===== src/rtl/udp_pkg.sv =====
`default_nettype none
// +------------------------------------------------------------------+
// | udp_pkg: shared slot state type, default age limit, saturating add
// | Revision: 1.0
// +------------------------------------------------------------------+
package udp_pkg;

   typedef enum logic [1:0] {
      S_EMPTY    = 2'd0,
      S_FILLING  = 2'd1,
      S_COMPLETE = 2'd2,
      S_DRAINING = 2'd3
   } slot_state_type;

   localparam logic [15:0] c_DEFAULT_AGE_LIMIT = 16'd50000;

   function automatic logic [15:0] sat_add16(input logic [15:0] a, input logic [15:0] b);
      logic [16:0] sum;
      sum = {1'b0, a} + {1'b0, b};
      return sum[16] ? 16'hFFFF : sum[15:0];
   endfunction

endpackage
`default_nettype wire


===== src/rtl/udp_fragment_slot_tracker.sv =====
`default_nettype none
// +------------------------------------------------------------------+
// | udp_fragment_slot_tracker: one reassembly slot FSM with length/age
// | Revision: 1.0
// +------------------------------------------------------------------+
module udp_fragment_slot_tracker
   import udp_pkg::*;
#(
   parameter logic [15:0] AGE_LIMIT = c_DEFAULT_AGE_LIMIT
) (
   input  logic        clock,
   input  logic        reset_n,
   input  logic        i_push_valid,
   input  logic        i_push_last,
   input  logic [15:0] i_push_packet_id,
   input  logic        i_grant,
   input  logic        i_done,
   output logic        o_empty,
   output logic        o_complete,
   output logic        o_draining,
   output logic [15:0] o_packet_id,
   output logic [15:0] o_length,
   output logic        o_expire,
   output logic        o_protocol_error
);

   slot_state_type r_state;
   slot_state_type w_next_state;
   logic           r_empty;
   logic [15:0]    r_packet_id;
   logic [15:0]    r_length;
   logic [15:0]    r_age;
   logic           w_age_expiring;

   // Expiry lands one cycle later, so flush appears AGE_LIMIT cycles after the last push.
   assign w_age_expiring = (r_age == (AGE_LIMIT - 16'd2));

   always_ff @(posedge clock or negedge reset_n) begin
      if (!reset_n) begin
         r_state <= S_EMPTY;
      end else begin
         r_state <= w_next_state;
      end
   end

   always_comb begin
      w_next_state = r_state;
      case (r_state)
         S_EMPTY: begin
            if (i_push_valid && i_push_last) begin
               w_next_state = S_COMPLETE;
            end else if (i_push_valid) begin
               w_next_state = S_FILLING;
            end
         end
         S_FILLING: begin
            if (i_push_last) begin
               w_next_state = S_COMPLETE;
            end else if (!i_push_valid && w_age_expiring) begin
               w_next_state = S_EMPTY;
            end
         end
         S_COMPLETE: begin
            if (i_grant) begin
               w_next_state = S_DRAINING;
            end
         end
         S_DRAINING: begin
            if (i_done) begin
               w_next_state = S_EMPTY;
            end
         end
         default: w_next_state = S_EMPTY;
      endcase
   end

   always_comb begin
      o_complete       = (r_state == S_COMPLETE);
      o_draining       = (r_state == S_DRAINING);
      o_expire         = (r_state == S_FILLING) && !i_push_valid && !i_push_last && w_age_expiring;
      o_protocol_error = ((r_state == S_EMPTY) && i_push_last && !i_push_valid) ||
                         (((r_state == S_COMPLETE) || (r_state == S_DRAINING)) &&
                          (i_push_valid || i_push_last));
   end

   always_ff @(posedge clock or negedge reset_n) begin
      if (!reset_n) begin
         r_empty     <= 1'b1;
         r_packet_id <= 16'd0;
         r_length    <= 16'd0;
         r_age       <= 16'd0;
      end else begin
         r_empty <= (w_next_state == S_EMPTY);
         case (r_state)
            S_EMPTY: begin
               if (i_push_valid) begin
                  r_packet_id <= i_push_packet_id;
                  r_length    <= 16'd1;
                  r_age       <= 16'd0;
               end
            end
            S_FILLING: begin
               if (i_push_valid) begin
                  r_length <= sat_add16(r_length, 16'd1);
                  r_age    <= 16'd0;
               end else if (o_expire) begin
                  r_length <= 16'd0;
                  r_age    <= 16'd0;
               end else if (!i_push_last) begin
                  r_age <= r_age + 16'd1;
               end
            end
            S_DRAINING: begin
               if (i_done) begin
                  r_length <= 16'd0;
                  r_age    <= 16'd0;
               end
            end
            default: begin
            end
         endcase
      end
   end

   assign o_empty     = r_empty;
   assign o_packet_id = r_packet_id;
   assign o_length    = r_length;

endmodule
`default_nettype wire


===== src/rtl/udp_fragment_slot_manager.sv =====
`default_nettype none
// +------------------------------------------------------------------+
// | udp_fragment_slot_manager: slot trackers, round-robin drain, drops
// | Revision: 1.0
// +------------------------------------------------------------------+
module udp_fragment_slot_manager
   import udp_pkg::*;
#(
   parameter int          FRAGMENT_SLOTS = 4,
   parameter logic [15:0] AGE_LIMIT      = c_DEFAULT_AGE_LIMIT
) (
   input  logic                           clock,
   input  logic                           reset_n,
   input  logic [15:0]                    push_packet_id,
   input  logic [FRAGMENT_SLOTS-1:0]      push_data_valid,
   input  logic [FRAGMENT_SLOTS-1:0]      push_data_last,
   input  logic                           datagram_done,
   output logic [FRAGMENT_SLOTS-1:0]      fragment_slot_empty,
   output logic [FRAGMENT_SLOTS*16-1:0]   fragment_slot_packet_id,
   output logic                           datagram_valid,
   output logic [$clog2(FRAGMENT_SLOTS)-1:0] datagram_slot,
   output logic [15:0]                    datagram_length,
   output logic [15:0]                    datagram_packet_id,
   output logic [FRAGMENT_SLOTS-1:0]      slot_flush,
   output logic [15:0]                    dropped_count,
   output logic                           protocol_error
);

   localparam int c_IDX_W = $clog2(FRAGMENT_SLOTS);

   logic [FRAGMENT_SLOTS-1:0] w_complete;
   logic [FRAGMENT_SLOTS-1:0] w_draining;
   logic [FRAGMENT_SLOTS-1:0] w_expire;
   logic [FRAGMENT_SLOTS-1:0] w_error;
   logic [FRAGMENT_SLOTS-1:0] w_grant;
   logic [15:0]               w_length    [FRAGMENT_SLOTS];
   logic [15:0]               w_packet_id [FRAGMENT_SLOTS];
   logic [15:0]               w_expire_count;
   logic                      w_found;
   logic                      w_grant_en;
   logic [c_IDX_W-1:0]        w_grant_idx;
   logic [c_IDX_W-1:0]        w_probe;

   logic [c_IDX_W-1:0]        r_rr_ptr;
   logic                      r_datagram_valid;
   logic [c_IDX_W-1:0]        r_datagram_slot;
   logic [15:0]               r_datagram_length;
   logic [15:0]               r_datagram_packet_id;
   logic [FRAGMENT_SLOTS-1:0] r_slot_flush;
   logic [15:0]               r_dropped_count;
   logic                      r_protocol_error;

   for (genvar g = 0; g < FRAGMENT_SLOTS; g++) begin : g_slot
      udp_fragment_slot_tracker #(
         .AGE_LIMIT (AGE_LIMIT)
      ) u_tracker (
         .clock            (clock),
         .reset_n          (reset_n),
         .i_push_valid     (push_data_valid[g]),
         .i_push_last      (push_data_last[g]),
         .i_push_packet_id (push_packet_id),
         .i_grant          (w_grant[g]),
         .i_done           (datagram_done),
         .o_empty          (fragment_slot_empty[g]),
         .o_complete       (w_complete[g]),
         .o_draining       (w_draining[g]),
         .o_packet_id      (w_packet_id[g]),
         .o_length         (w_length[g]),
         .o_expire         (w_expire[g]),
         .o_protocol_error (w_error[g])
      );
      assign fragment_slot_packet_id[g*16 +: 16] = w_packet_id[g];
   end

   // Search starts one past the last granted slot so no completed slot starves.
   always_comb begin
      w_found     = 1'b0;
      w_grant_idx = '0;
      w_probe     = '0;
      for (int i = 1; i <= FRAGMENT_SLOTS; i++) begin
         w_probe = r_rr_ptr + c_IDX_W'(i);
         if (!w_found && w_complete[w_probe]) begin
            w_found     = 1'b1;
            w_grant_idx = w_probe;
         end
      end
   end

   assign w_grant_en = w_found && !(|w_draining) && !datagram_done;
   assign w_grant    = w_grant_en ? ({{(FRAGMENT_SLOTS-1){1'b0}}, 1'b1} << w_grant_idx)
                                  : '0;

   always_comb begin
      w_expire_count = 16'd0;
      for (int i = 0; i < FRAGMENT_SLOTS; i++) begin
         w_expire_count = w_expire_count + {15'd0, w_expire[i]};
      end
   end

   always_ff @(posedge clock or negedge reset_n) begin
      if (!reset_n) begin
         r_rr_ptr             <= '0;
         r_datagram_valid     <= 1'b0;
         r_datagram_slot      <= '0;
         r_datagram_length    <= 16'd0;
         r_datagram_packet_id <= 16'd0;
         r_slot_flush         <= '0;
         r_dropped_count      <= 16'd0;
         r_protocol_error     <= 1'b0;
      end else begin
         r_slot_flush     <= w_expire;
         r_protocol_error <= |w_error;
         r_dropped_count  <= sat_add16(r_dropped_count, w_expire_count);
         if (w_grant_en) begin
            r_rr_ptr             <= w_grant_idx;
            r_datagram_valid     <= 1'b1;
            r_datagram_slot      <= w_grant_idx;
            r_datagram_length    <= w_length[w_grant_idx];
            r_datagram_packet_id <= w_packet_id[w_grant_idx];
         end else if (datagram_done && r_datagram_valid) begin
            r_datagram_valid <= 1'b0;
         end
      end
   end

   assign datagram_valid     = r_datagram_valid;
   assign datagram_slot      = r_datagram_slot;
   assign datagram_length    = r_datagram_length;
   assign datagram_packet_id = r_datagram_packet_id;
   assign slot_flush         = r_slot_flush;
   assign dropped_count      = r_dropped_count;
   assign protocol_error     = r_protocol_error;

endmodule
`default_nettype wire


===== config.mk =====
export PLATFORM = sky130hd
export DESIGN_NAME = udp_fragment_slot_manager
export DESIGN_NICKNAME = d
export VERILOG_FILES = /design/src/rtl/udp_pkg.sv /design/src/rtl/udp_fragment_slot_tracker.sv /design/src/rtl/udp_fragment_slot_manager.sv
export SDC_FILE = /design/constraint.sdc
export NUM_CORES = 1
export LEC_CHECK = 0
export BUFFER_PORTS_ARGS = -buffer_cell sky130_fd_sc_hd__clkbuf_2
export CAP_MARGIN = 30
export CORE_MARGIN = 1
export CORE_UTILIZATION = 35
export CTS_BUF_LIST = sky130_fd_sc_hd__clkbuf_4
export CTS_CLUSTER_DIAMETER = 200
export DETAILED_ROUTE_END_ITERATION = 6
export GPL_TIMING_DRIVEN = 0
export PLACE_DENSITY_LB_ADDON = 0.3
export SYNTH_ARGS = -nofsm -noshare
export SYNTH_HDL_FRONTEND = slang
export SYNTH_HIERARCHICAL = 1
export SYNTH_SLANG_ARGS = --single-unit

===== constraint.sdc =====
create_clock -name clock -period 8.9 [get_ports clock]
set_input_delay 0.445 -clock clock [delete_from_list [all_inputs] [get_ports clock]]
set_output_delay 0.445 -clock clock [all_outputs]
set_load 0.01 [all_outputs]

==> flow_metrics.env <==
export IMPL_cp_required_ps=9560
export IMPL_max_freq_ghz=0.234
export IMPL_synth_area_per_cell_um2=10.0
export IMPL_worst_path_largest_cell_delay_ps=790
export IMPL_drive_above_1_share_pct=26.3
export IMPL_drv_max_cap_violation_count=0
export IMPL_leakage_nw=7.44
export IMPL_crit_fanout=10
export IMPL_maxSlewViolCount=0
export IMPL_dp_hpwl_um=28900
export IMPL_dp_worst_setup_slack_ps=4360
export IMPL_die_w_um=203
export IMPL_layout_common_cells="256 x dfrtp_1, 146 x clkbuf_2, 138 x nor2_1"
export IMPL_finalSetupTns_ps=0
export IMPL_ys_seq_area_share_pct=45.9
export IMPL_final_antenna_net_count=0
export IMPL_row_count=73
export IMPL_final_common_cell="dfrtp_1"
export IMPL_cts_buffers=75
export IMPL_synthFlopType="dfrtp_1"
export IMPL_grt_total_usage_pct=19.8
export IMPL_setup_viol=0
export IMPL_fp_dieArea_um2=41300
export IMPL_ioPinCount=151
export IMPL_grt_overflow_total=0
export IMPL_dp_cells=2088
export IMPL_setup_slack_ps=4620
export IMPL_port_buffers=147
export IMPL_crit_top_cell="fa_1"
export IMPL_grt_pass1_vias=11964
export IMPL_clk_latency_ps=740
export IMPL_grt_first_pass_wirelength_um=65300
export IMPL_fin_worst_skew_ps=45.6
export IMPL_worst_pin_slew_ps=900
export IMPL_ys_seq_elements=260
export IMPL_synth_distinct_cells=71
export IMPL_dr_pass1_iters=5
export IMPL_die_h_um=203
export IMPL_placed_area_um2=15600
export IMPL_grt_max_degree=101
export IMPL_final_util_pct=42.3
export IMPL_core_area_um2=39800
export IMPL_hp_class="primary input to register"
export IMPL_critPathLaunchType="register"
export IMPL_cts_repair_resized=0
export IMPL_crit_type="register to register"
export IMPL_cts_buffer_depth=3
export IMPL_crit_path_end_kind="register"
export IMPL_slew_headroom_pct=39.4
export IMPL_status="finished clean"
export IMPL_yosysWarnings=6
export IMPL_async_reset_ff_share_pct=100
export IMPL_clock_tree_root_cell="clkbuf_4"
export IMPL_path_cells="nor4b_1, nand3_1, nor4_1, fa_1, inv_1, fa_1, inv_1, fa_1, nand2_1, nor4_1, nand3_1, clkbuf_1, nand2_1"
export IMPL_via_per_inst=5.49
export IMPL_drt_iter0_markers=869
export IMPL_area_delta_synth_final_pct=18.8
export IMPL_wire_per_inst_um=18.1
export IMPL_drc_errors=0
export IMPL_postCtsSetupBuffers=0
export IMPL_fin_cells=2238
export IMPL_start_util_pct=35.6
export IMPL_gp_congestion=0.887
export IMPL_h_tree_depth=3
export IMPL_hold_violations=0
export IMPL_synth_nets=1456
export IMPL_fin_crit_ps=4280
export IMPL_synth_area_um2=14200
export IMPL_synth_edf_count=0
export IMPL_final_nets=1702
export IMPL_critPathSlowestCell="nor4_1"
export IMPL_cts_sinks=260
export IMPL_ctsHoldBuffers=19
export IMPL_vdd_drop_max_mv=0.158
export IMPL_antenna_found_initial=1
export IMPL_cts_clk_slew_worst_paths_ps=60
export IMPL_vias=12277
export IMPL_critPathArrivalTime_ps=4940
export IMPL_rsz0062_at_grt="no"
export IMPL_wl_um=40500
export IMPL_hold_slack_ps=76.7
export IMPL_fin_area_um2=16900
export IMPL_syn_inst=1413
export IMPL_period_share_pct=48.1
export IMPL_powerDensity_nw_per_um2=282
export IMPL_cts_tree="built"
export IMPL_finalPower_mw=4.76
cells by family (layout without fill, tap and decap cells):
group	after synthesis	after routing	share of synthesized area [%]
xor gates and xnor gates	56	56	3.46
muxes	99	99	7.68
and+or+nand+nor	477	477	18.2
adders and majority gates	16	16	1.57
AOI/OAI and AO/OA	381	381	19.0
other	0	1	0
buffers and inverters	124	423	4.16
DFF	260	260	45.9
layout make-up:
cell class / instances / area, um^2
fill: 3927 / 23000
multi-input combinational: 1029 / 7080
sequential: 260 / 6510
timing repair buffer: 169 / 1000
clock buffer: 118 / 886
tap: 525 / 657
buffer: 80 / 424
inverter: 44 / 165
clock inverter: 12 / 125
antenna: 1 / 2.50
critical path, delay by kind of cell (launching register included):
family                     cells  cell delay (ps)
adders and majority gates      3              880
and+or+nand+nor                7             2460
DFF                            1              460
buffers and inverters          3              430
where the power goes:
group | switching, mW | leakage, nW | total [mW] | internal [mW]
registers | 0.239 | 3.38 | 1.69 | 1.45
clock network | 0.521 | 0.607 | 1.20 | 0.683
logic | 1.12 | 3.45 | 1.86 | 0.739
total | 1.88 | 7.44 | 4.76 | 2.87
synthesized netlist by cell type (all sizes together) (5+ instances only):
cell type / count / area [um^2]
inv: 44 / 165
o31ai: 35 / 263
dfrtp: 256 / 6410
nand2: 88 / 330
and2: 15 / 93.8
o21a: 13 / 103
or3: 7 / 43.8
o31a: 25 / 219
o211ai: 13 / 139
o2111ai: 19 / 166
nor4: 12 / 90.1
o21ai: 89 / 457
ha: 13 / 163
nor4b: 13 / 151
mux2i: 20 / 200
and4: 12 / 106
a21oi: 70 / 354
and3: 26 / 168
buf: 53 / 323
xor2: 33 / 289
o22a: 7 / 61.3
nor2: 139 / 524
a41oi: 6 / 52.6
a2111oi: 10 / 150
clkbuf: 27 / 101
a21o: 5 / 37.5
or4: 13 / 101
a31oi: 20 / 125
nand3: 58 / 295
mux2: 79 / 890
a211oi: 41 / 308
nand2b: 12 / 75.1
xnor2: 23 / 201
nor2b: 9 / 56.3
a221o: 13 / 130
nand4: 40 / 310
nor3: 19 / 105
sequential cells by signal (all words and copies together) (netlist names):
register                      cells
g_slot.u_tracker/o_length        64
g_slot.u_tracker/o_packet_id     64
g_slot.u_tracker/r_age           64
datagram_length                  16
datagram_packet_id               16
dropped_count                    16
g_slot.u_tracker/r_state          8
g_slot.u_tracker/o_empty          4
slot_flush                        4
datagram_slot                     2
datagram_valid                    1
protocol_error                    1
metal layers:
metal  vias to the layer above  track usage, %  wire [um]
met1                      6023            27.8      18800
met2                       356            29.9      18400
met3                        81            3.87       2150
li1                       5817               -          -
met5                         -               0          0
met4                         0            8.14       1200
final timing paths:
path / from / to / slack [ps] / cells after the start
max in group asynchronous: reset_n / g_slot[2].u_tracker/o_empty$_DFF_PN1_ / 7690 / 3
min in group asynchronous: reset_n / g_slot[0].u_tracker/r_age[5]$_DFFE_PN0P_ / 300 / 2
max: g_slot[0].u_tracker/r_age[7]$_DFFE_PN0P_ / dropped_count[11]$_DFF_PN0_ / 4620 / 13
min reg2reg: datagram_packet_id[14]$_DFFE_PN0P_ / datagram_packet_id[14]$_DFFE_PN0P_ / 530 / 1
max reg2reg: g_slot[0].u_tracker/r_age[7]$_DFFE_PN0P_ / dropped_count[11]$_DFF_PN0_ / 4620 / 13
min: push_data_last[1] / g_slot[1].u_tracker/r_state[0]$_DFF_PN0_ / 80 / 2
(Power assumes the default switching activity.)
